--- src/rtl/core_trace_buffer_if.sv ---
// Retire-side capture bus and valid/ready readout port for the core trace buffer.
// The master modport is the core side and the trace consumer. The slave modport is the trace buffer.
interface core_trace_buffer_if #(
    parameter int PC_WIDTH    = 8,
    parameter int INSTR_WIDTH = 16
);
    logic                            retire;
    logic [PC_WIDTH-1:0]             pc_in;
    logic [INSTR_WIDTH-1:0]          ir_in;
    logic [2:0]                      flags_in;
    logic                            rd_valid;
    logic                            rd_ready;
    logic [PC_WIDTH+INSTR_WIDTH+2:0] rd_data;

    modport master (
        output retire, pc_in, ir_in, flags_in, rd_ready,
        input  rd_valid, rd_data
    );

    modport slave (
        input  retire, pc_in, ir_in, flags_in, rd_ready,
        output rd_valid, rd_data
    );
endinterface

--- src/rtl/core_trace_buffer.sv ---
// Triggerable instruction-trace buffer: captures {flags, ir, pc} of retired instructions
// after a PC trigger, then drains them oldest-first through a show-ahead valid/ready port.
module core_trace_buffer #(
    parameter int PC_WIDTH    = 8,
    parameter int INSTR_WIDTH = 16,
    parameter int DEPTH       = 16,
    parameter int RING_MODE   = 0
) (
    input  logic                       clock_50,
    input  logic                       reset_n,
    core_trace_buffer_if.slave         bus,
    input  logic                       arm,
    input  logic                       stop,
    input  logic                       trig_en,
    input  logic [PC_WIDTH-1:0]        trig_pc,
    output logic [$clog2(DEPTH):0]     count,
    output logic [1:0]                 state_o,
    output logic                       overflow
);
    localparam int PW = $clog2(DEPTH);
    localparam int CW = PW + 1;
    localparam int DW = PC_WIDTH + INSTR_WIDTH + 3;
    localparam logic [CW-1:0] FULL = CW'(DEPTH);

    typedef enum logic [1:0] {
        IDLE    = 2'd0,
        ARMED   = 2'd1,
        CAPTURE = 2'd2,
        DONE    = 2'd3
    } state_t;

    state_t          state_q, state_d;
    logic [PW-1:0]   wr_ptr_q, wr_ptr_d;
    logic [PW-1:0]   rd_ptr_q, rd_ptr_d;
    logic [CW-1:0]   count_q, count_d;
    logic            overflow_q, overflow_d;
    logic            first_done_q, first_done_d;
    logic            wr_en;
    logic            rd_fire;
    logic            trig_hit;
    logic            rd_valid_int;
    logic [DW-1:0]   mem [DEPTH];

    assign trig_hit     = !trig_en || (bus.pc_in == trig_pc);
    assign rd_valid_int = ((state_q == IDLE) || (state_q == DONE)) && (count_q != '0);
    assign rd_fire      = rd_valid_int && bus.rd_ready;

    // NOTE: every variable gets a default at the top of always_comb so no path infers a latch.
    always_comb begin
        state_d      = state_q;
        wr_ptr_d     = wr_ptr_q;
        rd_ptr_d     = rd_ptr_q;
        count_d      = count_q;
        overflow_d   = overflow_q;
        wr_en        = 1'b0;

        unique case (state_q)
            IDLE, DONE: begin
                if (arm) begin
                    // Arming discards any unread entries, even if a read is offered this edge.
                    state_d    = ARMED;
                    wr_ptr_d   = '0;
                    rd_ptr_d   = '0;
                    count_d    = '0;
                    overflow_d = 1'b0;
                end else begin
                    if (rd_fire) begin
                        rd_ptr_d = rd_ptr_q + PW'(1);
                        count_d  = count_q - CW'(1);
                    end
                    if (RING_MODE == 0 && state_q == DONE && first_done_q &&
                        bus.retire && count_q == FULL) begin
                        overflow_d = 1'b1;
                    end
                end
            end
            ARMED: begin
                if (bus.retire && trig_hit) begin
                    wr_en    = 1'b1;
                    wr_ptr_d = wr_ptr_q + PW'(1);
                    count_d  = CW'(1);
                    state_d  = CAPTURE;
                end
                if (stop) state_d = DONE;
            end
            CAPTURE: begin
                if (bus.retire) begin
                    if (count_q == FULL) begin
                        // Full buffer in ring mode: the oldest entry is replaced.
                        overflow_d = 1'b1;
                        if (RING_MODE != 0) begin
                            wr_en    = 1'b1;
                            wr_ptr_d = wr_ptr_q + PW'(1);
                            rd_ptr_d = rd_ptr_q + PW'(1);
                        end
                    end else begin
                        wr_en    = 1'b1;
                        wr_ptr_d = wr_ptr_q + PW'(1);
                        count_d  = count_q + CW'(1);
                        if (RING_MODE == 0 && count_q == FULL - CW'(1)) state_d = DONE;
                    end
                end
                if (stop) state_d = DONE;
            end
            default: state_d = IDLE;
        endcase

        first_done_d = (state_d == DONE) && (state_q != DONE);
    end

    // NOTE: sequential state uses non-blocking assignments so every flop samples pre-edge values.
    always_ff @(posedge clock_50 or negedge reset_n) begin
        if (!reset_n) begin
            state_q      <= IDLE;
            wr_ptr_q     <= '0;
            rd_ptr_q     <= '0;
            count_q      <= '0;
            overflow_q   <= 1'b0;
            first_done_q <= 1'b0;
        end else begin
            state_q      <= state_d;
            wr_ptr_q     <= wr_ptr_d;
            rd_ptr_q     <= rd_ptr_d;
            count_q      <= count_d;
            overflow_q   <= overflow_d;
            first_done_q <= first_done_d;
        end
    end

    // NOTE: the trace storage has no reset; only pointers and count define which entries are valid.
    always_ff @(posedge clock_50) begin
        if (wr_en) mem[wr_ptr_q] <= {bus.flags_in, bus.ir_in, bus.pc_in};
    end

    assign bus.rd_valid = rd_valid_int;
    assign bus.rd_data  = rd_valid_int ? mem[rd_ptr_q] : '0;
    assign count        = count_q;
    assign state_o      = state_q;
    assign overflow     = overflow_q;
endmodule

--- src/flat_wrapper.sv ---
// flat-port wrapper written by rule: the top's interface ports become plain ports
module core_trace_buffer_flat 
#(
    parameter int PC_WIDTH    = 8,
    parameter int INSTR_WIDTH = 16,
    parameter int DEPTH       = 16,
    parameter int RING_MODE   = 0
)
  (clock_50, reset_n, arm, stop, trig_en, trig_pc, count, state_o, overflow, bus_retire, bus_pc_in, bus_ir_in, bus_flags_in, bus_rd_ready, bus_rd_valid, bus_rd_data);
  core_trace_buffer_if #(.PC_WIDTH(PC_WIDTH), .INSTR_WIDTH(INSTR_WIDTH)) bus_i ();
  input  logic clock_50;
  input  logic reset_n;
  input  logic arm;
  input  logic stop;
  input  logic trig_en;
  input  logic [PC_WIDTH-1:0] trig_pc;
  output logic [$clog2(DEPTH):0] count;
  output logic [1:0] state_o;
  output logic overflow;
  input wire logic [$bits(bus_i.retire)-1:0] bus_retire;
  input wire logic [$bits(bus_i.pc_in)-1:0] bus_pc_in;
  input wire logic [$bits(bus_i.ir_in)-1:0] bus_ir_in;
  input wire logic [$bits(bus_i.flags_in)-1:0] bus_flags_in;
  input wire logic [$bits(bus_i.rd_ready)-1:0] bus_rd_ready;
  output wire logic [$bits(bus_i.rd_valid)-1:0] bus_rd_valid;
  output wire logic [$bits(bus_i.rd_data)-1:0] bus_rd_data;
  assign bus_i.retire = bus_retire;
  assign bus_i.pc_in = bus_pc_in;
  assign bus_i.ir_in = bus_ir_in;
  assign bus_i.flags_in = bus_flags_in;
  assign bus_i.rd_ready = bus_rd_ready;
  assign bus_rd_valid = bus_i.rd_valid;
  assign bus_rd_data = bus_i.rd_data;
  core_trace_buffer #(.PC_WIDTH(PC_WIDTH), .INSTR_WIDTH(INSTR_WIDTH), .DEPTH(DEPTH), .RING_MODE(RING_MODE)) u_core (.clock_50(clock_50), .reset_n(reset_n), .bus(bus_i), .arm(arm), .stop(stop), .trig_en(trig_en), .trig_pc(trig_pc), .count(count), .state_o(state_o), .overflow(overflow));
endmodule
--- config.mk ---
export PLATFORM = sky130hd
export DESIGN_NAME = core_trace_buffer_flat
export DESIGN_NICKNAME = d
export VERILOG_FILES = /design/src/rtl/core_trace_buffer_if.sv /design/src/rtl/core_trace_buffer.sv /design/src/flat_wrapper.sv
export SDC_FILE = /design/constraint.sdc
export NUM_CORES = 1
export LEC_CHECK = 0
export ABC_CLOCK_PERIOD_IN_PS = 3100
export BUFFER_PORTS_ARGS = -buffer_cell sky130_fd_sc_hd__buf_4
export CORE_MARGIN = 2
export CORE_UTILIZATION = 40
export DETAILED_ROUTE_END_ITERATION = 10
export HOLD_SLACK_MARGIN = 0.1
export PLACE_DENSITY = 0.58
export SKIP_LAST_GASP = 1
export SYNTH_ARGS = -nofsm -noshare
export SYNTH_HDL_FRONTEND = slang
export SYNTH_SLANG_ARGS = --single-unit
--- constraint.sdc ---
create_clock -name clock_50 -period 3.1 [get_ports clock_50]
set_clock_uncertainty 0.2 [all_clocks]
set_input_delay 0.465 -clock clock_50 [delete_from_list [all_inputs] [get_ports clock_50]]
set_output_delay 0.465 -clock clock_50 [all_outputs]
set_load 0.005 [all_outputs]
==> flow_summary_export.csv <==
group,metric,value,unit
power,swShare,0.273,
setup_path,worstSetupPathType,"reg -> out",
power,p_sw,0.00480,W
detailed_routing,detail_route.wl_per_cell,24.9,um
timing,slew_headroom,0.650,
detailed_routing,drtIter0Drc,737,
grt,grt_max_degree,31,
power,clockPowerShare,0.295,
setup_path,crit_arrival,2.74,ns
layout,fillCellCount,3589,
cts,h-tree-depth,2,
synthesis,yosysTopAreaCell,"edfxtp_1",
placement,pre_cts_slack,0.182,ns
setup_path,worstPathMaxFanout,8,
layout,area_delta_synth_final,23.4,%
grt,grt_pass1_vias,9312,
cts,ctsLongestPathBuffers,3,
cts,numCtsBuffers,47,
layout,multi_input_area,4310,um2
synthesis,synth_area,17800,um2
die,die_h,215,um
timing,min_period,3.41,ns
layout,mostFrequentLayoutCells,"432 x edfxtp_1, 135 x mux4_2, 102 x buf_4",
timing,fmax,293,MHz
worst_hold_path,hp-class,"in -> async",
synthesis,synth_ff_type,"edfxtp_1",
cts,cts_root_buffer,"clkbuf_16",
outcome,violations,"negative setup slack",
timing,finalCritPeriodShare,1.10,
layout,final_common_cell,"edfxtp_1",
placement,dp.cells,1498,
timing,finalSetupTns,-6.95,ns
detailed_routing,viasPerCell,5.40,
power,p_leak,7.07,nW
synthesis,synthCells,808,
synthesis,ys_types,43,
flow_run,drv_cap,0,
layout,final_cell_area,21900,um2
timing,worstMarginPinSlew,0.525,ns
timing,rsz0062_at_grt,"yes",
die,dieArea,46200,um2
die,core.rowCount,77,
grt,grt_first_pass_wirelength,60800,um
setup_path,crit_required,2.43,ns
die,io-pin-count,78,
setup_path,cp_slowest_cell,"dfrtp_4",
die,die_w,215,um
synthesis,synth_fp_nets,862,
detailed_routing,via_count,8810,
grt,gr-usage-all-layers,0.181,
cts,cts_tree,"done",
placement,place.port_buffers,77,
grt,antenna_found_initial,2,
layout,finalNetCount,1055,
synthesis,ys_seq_elements,449,
timing,drv_slew,0,
grt,grt-ovfl-total,0,
setup_path,end_kind,"output pin",
power,p_int,0.0128,W
setup_path,worst_path_most_repeated_cell,"mux4_2",
synthesis,yosysWarningCount,0,
placement,gp_congestion,0.752,
power,pwr-share-seq,0.405,
cts,clock-sinks,449,
detailed_routing,dr.pass1.iters,5,
synthesis,synth_area_leaders,"edfxtp_1 73%, mux4_2 17%, dfrtp_1 2.4%",
detailed_routing,drc,0,
detailed_routing,postRouteAntennaNets,0,
timing,fin_ws,-0.308,ns
setup_path,cp_cell_sequence,"buf_16 > buf_4 > buf_8 > mux4_2 > mux4_2 > and2_4 > buf_6",
synthesis,synth_top_cell_area_share,0.729,
timing,setup_viol_count_final,27,
synthesis,yosysSeqAreaShare,0.753,
timing,hold_violations,0,
setup_path,cp-start-kind,"flip-flop",
outcome,status,"finished with violations",
placement,place_hpwl,23000,um
layout,layout.area.seq,13400,um2
power,comb_power_share,0.300,
synthesis,synthArstFlopShare,0.0379,
die,start_util,0.404,
synthesis,syn_area_per_cell,22.0,um2
setup_path,critPathMaxStageDelay,0.52,ns
synthesis,synth-edff-count,432,
cts,path_clk_slew,0.06,ns
cts,clock_latency,0.57,ns
power,p_per_area,802,nW/um2
detailed_routing,routed_wl,40600,um
die,core,44000,um2
placement,dpl_cell_area,19900,um2
layout,drive_above_1_share,0.368,
power,ir_drop,0.000449,V
layout,stdcell_count,1631,
-- logic make-up (layout without fill, tap and decap cells) --
kind of cell	after synthesis	count (layout)	share of synthesized area
AO/OA/AOI/OAI	38	38	0.0148
multiplexers	140	140	0.174
adder cells (fa/ha/maj)	12	12	0.00844
AND/OR/NAND/NOR	110	110	0.0321
flip-flops	449	449	0.753
buffers and inverters	49	279	0.0126
other	0	1	0
XOR/XNOR	10	10	0.00492
-- flip-flops by register name, indices dropped and copies added, names as in the netlist --
signal               cells
u_core.wr_ptr_q          4
u_core.overflow          1
u_core.state_o           2
u_core.mem             432
u_core.first_done_q      1
u_core.count             5
u_core.rd_ptr_q          4
-- through the flow --
step,hold slack (ns),power [W],util
5_1_grt,0.132,0.0184,0.499
3_5_place_dp,0.159,0.0121,0.453
6_report,0.120,0.0176,0.499
2_1_floorplan,-0.0306,0.0101,-
4_1_cts,0.101,0.0177,0.497
3_3_place_gp,0.154,0.0121,0.453
-- critical path: cells and delay by family (launching register included) --
kind / cells / cell delay, ns
muxes: 2 / 0.93
buffers and inverters: 4 / 0.55
DFF: 1 / 0.52
and+or+nand+nor: 1 / 0.18
-- per-layer routing --
metal  vias up  part of all wire  GRT usage
met5         -                 0          0
li1       3782                 -          -
met2       235              0.51      0.303
met4         0             0.020     0.0530
met3        56             0.045     0.0260
met1      4737              0.43      0.248
-- repair_timing --
| action | CTS | global route |
|---|---|---|
| resized for setup | 11 | 17 |
| cloned | 3 | 0 |
| setup endpoints to repair | 28 | 28 |
| buffers inserted | 7 | 6 |
| endpoints found under the hold margin | 455 | 0 |
| hold buffers | 31 | 0 |
-- cells in the mapped netlist (2+ instances only) --
master,number
a21oi_1,9
nand4_1,3
a211oi_1,3
o21ai_0,5
mux2i_1,3
a32oi_1,3
o22ai_1,2
o2bb2ai_1,2
nor2b_1,4
a31oi_1,3
edfxtp_1,432
nor3_1,3
nand3_1,10
dfrtp_1,17
or3_1,2
xnor2_1,8
clkbuf_1,21
nor3b_1,4
nand2_1,18
buf_1,4
inv_1,10
and3_1,4
mux2_2,2
o211ai_1,2
buf_2,5
buf_4,9
mux4_2,135
ha_1,12
and2_1,28
xor2_1,2
nor2_1,30
a221o_1,2
-- area by class of cell --
| type | count | area share |
|---|---|---|
| Sequential cell | 449 | 0.611 |
| Multi-Input combinational cell | 310 | 0.196 |
| Timing Repair Buffer | 183 | 0.0925 |
| Clock buffer | 62 | 0.0581 |
| Tap cell | 592 | 0.0337 |
| Clock inverter | 24 | 0.00650 |
| Inverter | 10 | 0.00171 |
| Antenna cell | 1 | 0.000114 |
-- power groups by stage --
stage	Clock [W]	Sequential (W)	Combinational, W
CTS	0.00533	0.00714	0.00525
finish	0.00519	0.00713	0.00528
detailed placement	0	0.00726	0.00486
floorplan	0	0.00712	0.00302
global placement	0	0.00726	0.00484
global route	0.00556	0.00716	0.00568
-- final timing paths --
check                      slack, ns  depth (start not counted)                              to                           start
max in group asynchronous       2.34                          2  u_core.rd_ptr_q[0]$_DFFE_PN0P_                         reset_n
min                             0.12                          2     u_core.count[3]$_DFFE_PN0P_                         reset_n
min in group clock_50           0.18                          3     u_core.state_o[0]$_DFF_PN0_                      bus_retire
max                            -0.31                          7                 bus_rd_data[23]  u_core.rd_ptr_q[0]$_DFFE_PN0P_
max reg2reg                     0.52                          7     u_core.count[0]$_DFFE_PN0P_     u_core.state_o[0]$_DFF_PN0_
min reg2reg                     0.36                          1     u_core.overflow$_DFFE_PN0P_     u_core.overflow$_DFFE_PN0P_
(Power assumes the default switching activity.)
